### src/rtl/picorv_mem_arbiter.sv
// rtl/picorv_mem_arbiter.sv - round-robin arbiter sharing one picorv memory port between two masters
// Owner is latched in IDLE; the port is driven combinationally from the owner while BUSY.
module picorv_mem_arbiter #(
    parameter int          TIMEOUT  = 255,
    parameter logic [31:0] ERR_DATA = 32'hDEADBEEF
) (
    input  logic        clk,
    input  logic        reset,
    input  logic        m0_valid,
    input  logic [31:0] m0_addr,
    input  logic [31:0] m0_wdata,
    input  logic [3:0]  m0_wstrb,
    output logic        m0_ready,
    output logic [31:0] m0_rdata,
    input  logic        m1_valid,
    input  logic [31:0] m1_addr,
    input  logic [31:0] m1_wdata,
    input  logic [3:0]  m1_wstrb,
    output logic        m1_ready,
    output logic [31:0] m1_rdata,
    output logic        s_valid,
    output logic [31:0] s_addr,
    output logic [31:0] s_wdata,
    output logic [3:0]  s_wstrb,
    input  logic        s_ready,
    input  logic [31:0] s_rdata,
    output logic [1:0]  grant,
    output logic        timeout_err
);

    typedef enum logic [1:0] {IDLE, BUSY, RELEASE} state_t;

    state_t      r_state;
    state_t      w_next;
    logic        r_owner;
    logic        r_last;
    logic [7:0]  r_cnt;
    logic        w_busy;
    logic        w_own_valid;
    logic        w_tmo;
    logic        w_done;
    logic        w_leave;
    logic        w_pick;
    logic [31:0] w_resp;

    always_comb begin
        w_busy      = (r_state == BUSY);
        w_own_valid = r_owner ? m1_valid : m0_valid;
        // s_ready on the last allowed wait cycle wins over the forced completion
        w_tmo       = w_busy && w_own_valid && !s_ready && (r_cnt == 8'(TIMEOUT - 1));
        w_done      = w_busy && w_own_valid && (s_ready || w_tmo);
        w_leave     = w_busy && (!w_own_valid || s_ready || w_tmo);
        w_pick      = (m0_valid && m1_valid) ? ~r_last : m1_valid;
        w_resp      = s_ready ? s_rdata : ERR_DATA;
    end

    always_comb begin
        w_next      = r_state;
        s_valid     = 1'b0;
        grant       = 2'b00;
        s_addr      = 32'h0;
        s_wdata     = 32'h0;
        s_wstrb     = 4'h0;
        m0_ready    = 1'b0;
        m1_ready    = 1'b0;
        m0_rdata    = 32'h0;
        m1_rdata    = 32'h0;
        timeout_err = 1'b0;
        case (r_state)
            IDLE: begin
                if (m0_valid || m1_valid) w_next = BUSY;
            end
            BUSY: begin
                s_valid     = 1'b1;
                grant       = r_owner ? 2'b10 : 2'b01;
                s_addr      = r_owner ? m1_addr  : m0_addr;
                s_wdata     = r_owner ? m1_wdata : m0_wdata;
                s_wstrb     = r_owner ? m1_wstrb : m0_wstrb;
                m0_ready    = w_done && !r_owner;
                m1_ready    = w_done && r_owner;
                m0_rdata    = (w_done && !r_owner) ? w_resp : 32'h0;
                m1_rdata    = (w_done && r_owner)  ? w_resp : 32'h0;
                timeout_err = w_tmo;
                if (w_leave) w_next = RELEASE;
            end
            RELEASE: w_next = IDLE;
            default: w_next = IDLE;
        endcase
    end

    always_ff @(posedge clk) begin
        if (reset) begin
            r_state <= IDLE;
            r_owner <= 1'b0;
            r_last  <= 1'b1;
            r_cnt   <= 8'h0;
        end else begin
            r_state <= w_next;
            if (r_state == IDLE && (m0_valid || m1_valid)) begin
                r_owner <= w_pick;
                r_cnt   <= 8'h0;
            end
            if (w_busy) begin
                if (w_leave) r_last <= r_owner;
                else         r_cnt  <= r_cnt + 8'h1;
            end
        end
    end

endmodule

### config.mk
export PLATFORM = sky130hd
export DESIGN_NAME = picorv_mem_arbiter
export DESIGN_NICKNAME = d
export VERILOG_FILES = /design/src/rtl/picorv_mem_arbiter.sv
export SDC_FILE = /design/constraint.sdc
export NUM_CORES = 1
export LEC_CHECK = 0
export CORE_AREA = 2 2 122 124
export DETAILED_ROUTE_END_ITERATION = 7
export DIE_AREA = 0 0 124 126
export PLACE_DENSITY = 0.67
export SLEW_MARGIN = 15
export SYNTH_ARGS = -nofsm -noshare
export SYNTH_HDL_FRONTEND = slang
export SYNTH_SLANG_ARGS = --single-unit
### constraint.sdc
create_clock -name clk -period 1.57 [get_ports clk]
set_input_delay 0.2355 -clock clk [delete_from_list [all_inputs] [get_ports clk]]
set_output_delay 0.2355 -clock clk [all_outputs]
set_load 0.005 [all_outputs]
**Word-level counts from Yosys, hierarchy flattened**

Cells that the tools add are included.

- Add/subtract/negate cells: 1
- Eq/ne operators: 4
- Muxes and demuxes: 25
- Bitwise operators: 1
- Reductions and logical operators: 19

Operator list:

| kind | number |
|---|---|
| $mux 32 | 9 |
| $mux 8 | 3 |
| $logic_and 1x1->1 | 9 |
| $add 8x1->8 const B | 1 |
| $eq 8x8->1 const B | 1 |
| $mux 2 | 4 |
| $mux 4 | 2 |
| $mux 1 | 6 |
| $logic_or 1x1->1 | 4 |
| $pmux 2 s2 | 1 |
| $reduce_and 2->1 | 2 |
| $logic_not 1->1 | 3 |
| $eq 2x1->1 const B | 1 |
| $logic_not 2->1 | 1 |
| $ne 2x1->1 const B | 1 |
| $ne 2x2->1 const B | 1 |
| $not 1->1 | 1 |

- Flip-flop bits (word level): 12
- Output and inout port bits: 138

**Depth between registers and ports, before layout**

- Depth in word-level cells: 9
- Gate-level depth with buffers: 7
- Depth with buffers taken out: 6

**Least setup slack after synthesis**

Ideal clock, no wire load.

- Kind: flip-flop to output port
- Start: register r_cnt[0]
- End: output port m0_rdata[10]
- Arrival time: 1425 ps
- Data required time: 1334 ps
- Setup slack: -90 ps
- Stages on the path, launching flop included: 8
- Buffers on the path: 1
- Cell sequence: dfxtp_1 -> inv_1 -> ha_1 -> and4b_1 -> a21o_1 -> nand3b_2 -> buf_6 -> nor2_1

- Word-level cells in the longest chain between the ends: 7

RTL lines:

| item | RTL line | text |
|---|---|---|
| from (decl) | 37 | `logic [7:0] r_cnt;` |
| from (signal assigned) | 105 | `else r_cnt <= r_cnt + 8'h1;` |
| $eq 8x8->1 | 50 | `w_tmo = w_busy && w_own_valid && !s_ready && (r_cnt == 8'(TIMEOUT - 1));` |
| $logic_and 1x1->1 | 50 |  |
| $logic_or 1x1->1 | 51 | `w_done = w_busy && w_own_valid && (s_ready \|\| w_tmo);` |
| $logic_and 1x1->1 | 51 |  |
| $logic_and 1x1->1 | 81 | `m0_rdata = (w_done && !r_owner) ? w_resp : 32'h0;` |
| $mux 32 | 81 |  |
| $mux 32 | 69 | `case (r_state)` |
| to (decl) | 14 | `output logic [31:0] m0_rdata,` |

No other way between the ends.

**Worst setup path in the final report**

- Start: register r_cnt[0]
- End: output port m0_rdata[6]

Same word-level chain as after synthesis.

==> results.sh <==
export IMPL_synth_common_cells="nor2_1 (139), mux2i_1 (69), nor2b_1 (24), nand2_1 (17), dfxtp_1 (12)"
export IMPL_outcome="complete, but fails checks"
export IMPL_viasPerCell=4.32
export IMPL_ys_seq_elements=12
export IMPL_area_growth_syn_to_layout_pct=252
export IMPL_report_final_slew_viol_count=0
export IMPL_rrSetupSlack_ns=-0.17
export IMPL_crit_top_cell="buf_6"
export IMPL_nFillCells=1274
export IMPL_placedCellCount=848
export IMPL_ant_nets=0
export IMPL_first_global_vias=3818
export IMPL_syn_area_sq_mm=0.00218
export IMPL_cell_internal_pwr_uw=2090
export IMPL_clock_sink_count=12
export IMPL_maxCapViolCount=0
export IMPL_ios=311
export IMPL_relSlewSlack_pct=71.4
export IMPL_hold_path_depth=1
export IMPL_setup_viol=146
export IMPL_synth_most_common_cell="nor2_1"
export IMPL_synthArstFlopShare_pct=0
export IMPL_coreArea_sq_mm=0.0143
export IMPL_p_comb_share_pct=72.8
export IMPL_crit_chain="inv_2 > ha_4 > and4b_2 > a21o_4 > buf_6 > nand3b_4 > buf_6 > buf_8 > nor2_1 > buf_2"
export IMPL_ys_types=37
export IMPL_via_count=4153
export IMPL_grt_start_max_net_pins=35
export IMPL_grt_antenna_before_repair=0
export IMPL_critical_path_top_delay_family="buffers and inverters"
export IMPL_first_iter_violations=99
export IMPL_rr_endpoint="r_cnt[2]$_SDFF_PP0_"
export IMPL_routed_wl_microns=16000
export IMPL_worst_slew_pin_slew_ns=0.428
export IMPL_timing_fmax_mhz=472
export IMPL_clockPowerShare_pct=16.7
export IMPL_dr_pass1_iters=4
export IMPL_rsz0062_at_grt="yes"
export IMPL_seqPwrFrac_pct=10.5
export IMPL_die_y_microns=126
export IMPL_cp_slowest_stage_delay_ns=0.33
export IMPL_clock_latency_ns=0.24
export IMPL_netlist_instances=339
export IMPL_dieArea_sq_mm=0.0156
export IMPL_clockBufferDepth=2
export IMPL_path_class="flop to output pin"
export IMPL_synth_net_count=514
export IMPL_use_met2_pct=33.5
export IMPL_yosysTopAreaCell="mux2i_1"
export IMPL_startpoint_type="flop"
export IMPL_grtUsageMet3_pct=2.90
export IMPL_postLayoutCoreUtil_pct=53.5
export IMPL_avgRoutedWirePerCell_microns=16.7
export IMPL_globalplace_congestion=0.774
export IMPL_row_count=44
export IMPL_portBuffers=310
export IMPL_fin_worst_skew_ns=0.00489
export IMPL_r2r_start="r_cnt[0]$_SDFF_PP0_"
export IMPL_critPathBufInv=5
export IMPL_switchingPower_uw=1030
export IMPL_layout_nets=954
export IMPL_leakage_uw=0.00333
export IMPL_antenna_cells=0
export IMPL_synth_top_area_share_pct=31.7
export IMPL_yosysWarnings=0
export IMPL_clk_pin_slew_ns=0.05
export IMPL_cts_buffers=3
export IMPL_use_met1_pct=20.4
export IMPL_initial_utilization_pct=15.2
export IMPL_swShare_pct=33.2
export IMPL_synthTopCellsByArea="mux2i_1 (32%), nor2_1 (24%), dfxtp_1 (11%)"
export IMPL_fin_ws_ns=-0.550
export IMPL_die_x_microns=124
export IMPL_ctsHoldBuffers=0
export IMPL_final_cell_count_no_fill=962
export IMPL_cp_end_kind="output pin"
export IMPL_clockRootBuffer="clkbuf_16"
export IMPL_power_density_mw_per_mm2=408
export IMPL_slowest_stage="dfxtp_2"
export IMPL_synth_main_ff_cell="dfxtp_1"
export IMPL_cp_arrival_ns=1.88
export IMPL_cts_tree="yes"
export IMPL_peakVddDrop_uv=262
export IMPL_h_tree_depth=1
export IMPL_grt_pass1_wl_microns=21100
export IMPL_path_max_fanout=8
export IMPL_synth_edf_count=0
export IMPL_hold_viol=0
export IMPL_hold_end="r_last$_SDFFE_PP1P_"
export IMPL_reg2regPathDepth=9
export IMPL_ys_seq_area_share_pct=11.0
export IMPL_failed_checks="setup timing"
export IMPL_track_usage_pct=17.5
export IMPL_finalPower_uw=3120
export IMPL_required_ns=1.33
export IMPL_min_period_over_period_pct=135
export IMPL_gr_max_usage_layer="met2"
export IMPL_min_delay_start="r_last$_SDFFE_PP1P_"
export IMPL_drc=0
export IMPL_min_period_ns=2.12
export IMPL_grt_remaining_overflow=0
export IMPL_dp_hpwl_microns=10200
export IMPL_hp_class="flop to flop"
export IMPL_drive_above_1_share_pct=58.2
export IMPL_avgSynthCellArea_sq_um=6.42
## cells in the final DEF, fill, tap and decap left out, types with 15 or more instances in the layout
cell	netlist	routed
buf_12	0	18
buf_2	11	115
buf_4	0	37
buf_6	4	92
buf_8	0	15
clkdlybuf4s50_1	0	170
mux2i_1	69	34
mux2i_2	0	16
mux2i_4	0	19
nand2_1	17	16
nor2_1	139	45
nor2_2	1	45
nor2_4	0	50
nor2b_1	24	22
## power groups by stage
stage	Combinational (uW)	Sequential (uW)	Clock (uW)
6_report	2270	327	522
5_1_grt	2400	328	551
4_1_cts	1880	329	531
3_5_place_dp	1450	328	0
3_3_place_gp	1450	328	0
2_1_floorplan	490	326	0
## logic make-up after synthesis
family | after synthesis | synth area share [%]
xor+xnor | 1 | 0.402
fa+ha+maj | 2 | 1.15
compound gates | 18 | 6.78
buf+inv | 36 | 8.22
simple gates | 201 | 40.7
mux | 69 | 31.7
flops | 12 | 11.0
## stage by stage
step           area (sq um)  setup TNS (ns)  hold WS (ns)  setup slack, ns
6_report               7660          -45.39         0.493           -0.550
4_1_cts                6830          -47.48         0.490           -0.603
3_3_place_gp           5770          -68.24         0.479           -0.829
2_1_floorplan          2220               0         0.308          0.00690
3_5_place_dp           5770          -71.15         0.476           -0.889
5_1_grt                7660          -53.71         0.539           -0.615
## area by class of cell
type / instances / area, sq um / share of cell area [%]
multi-input cells: 292 / 2680 / 34.9
repair buffers: 460 / 4370 / 57.1
inverters: 10 / 40.0 / 0.523
flip-flops and latches: 12 / 248 / 3.24
well taps: 184 / 230 / 3.01
clock buffers: 4 / 88.8 / 1.16
## metal layers
metal	wire, microns	vias to the layer above
met3	1310	14
met5	0	-
met1	5940	1910
li1	-	2007
met4	186	0
met2	8590	222
## timing repair
item / 4_1_cts / 5_1_grt
endpoints found under the setup margin: 147 / 147
buffers inserted: 84 / 38
resized for setup: 670 / 265
pin swaps: 47 / 63
gates cloned: 13 / 6
## how the worst max path moves through the flow
stage,startpoint,endpoint,slack (ns),cells after the start
floorplan,r_cnt[0]$_SDFF_PP0_,m0_rdata[10],0.007,7
global placement,s_ready,m1_rdata[31],-0.83,7
detailed placement,s_ready,m1_rdata[26],-0.89,7
CTS,r_cnt[0]$_SDFF_PP0_,m0_rdata[16],-0.60,11
global route,r_cnt[0]$_SDFF_PP0_,m0_rdata[6],-0.62,10
finish,r_cnt[0]$_SDFF_PP0_,m0_rdata[6],-0.55,10
## flip-flops by register name (all words and copies together), names as in the netlist
register,cells
r_state,2
r_last,1
r_cnt,8
r_owner,1
(Power assumes the default switching activity.)
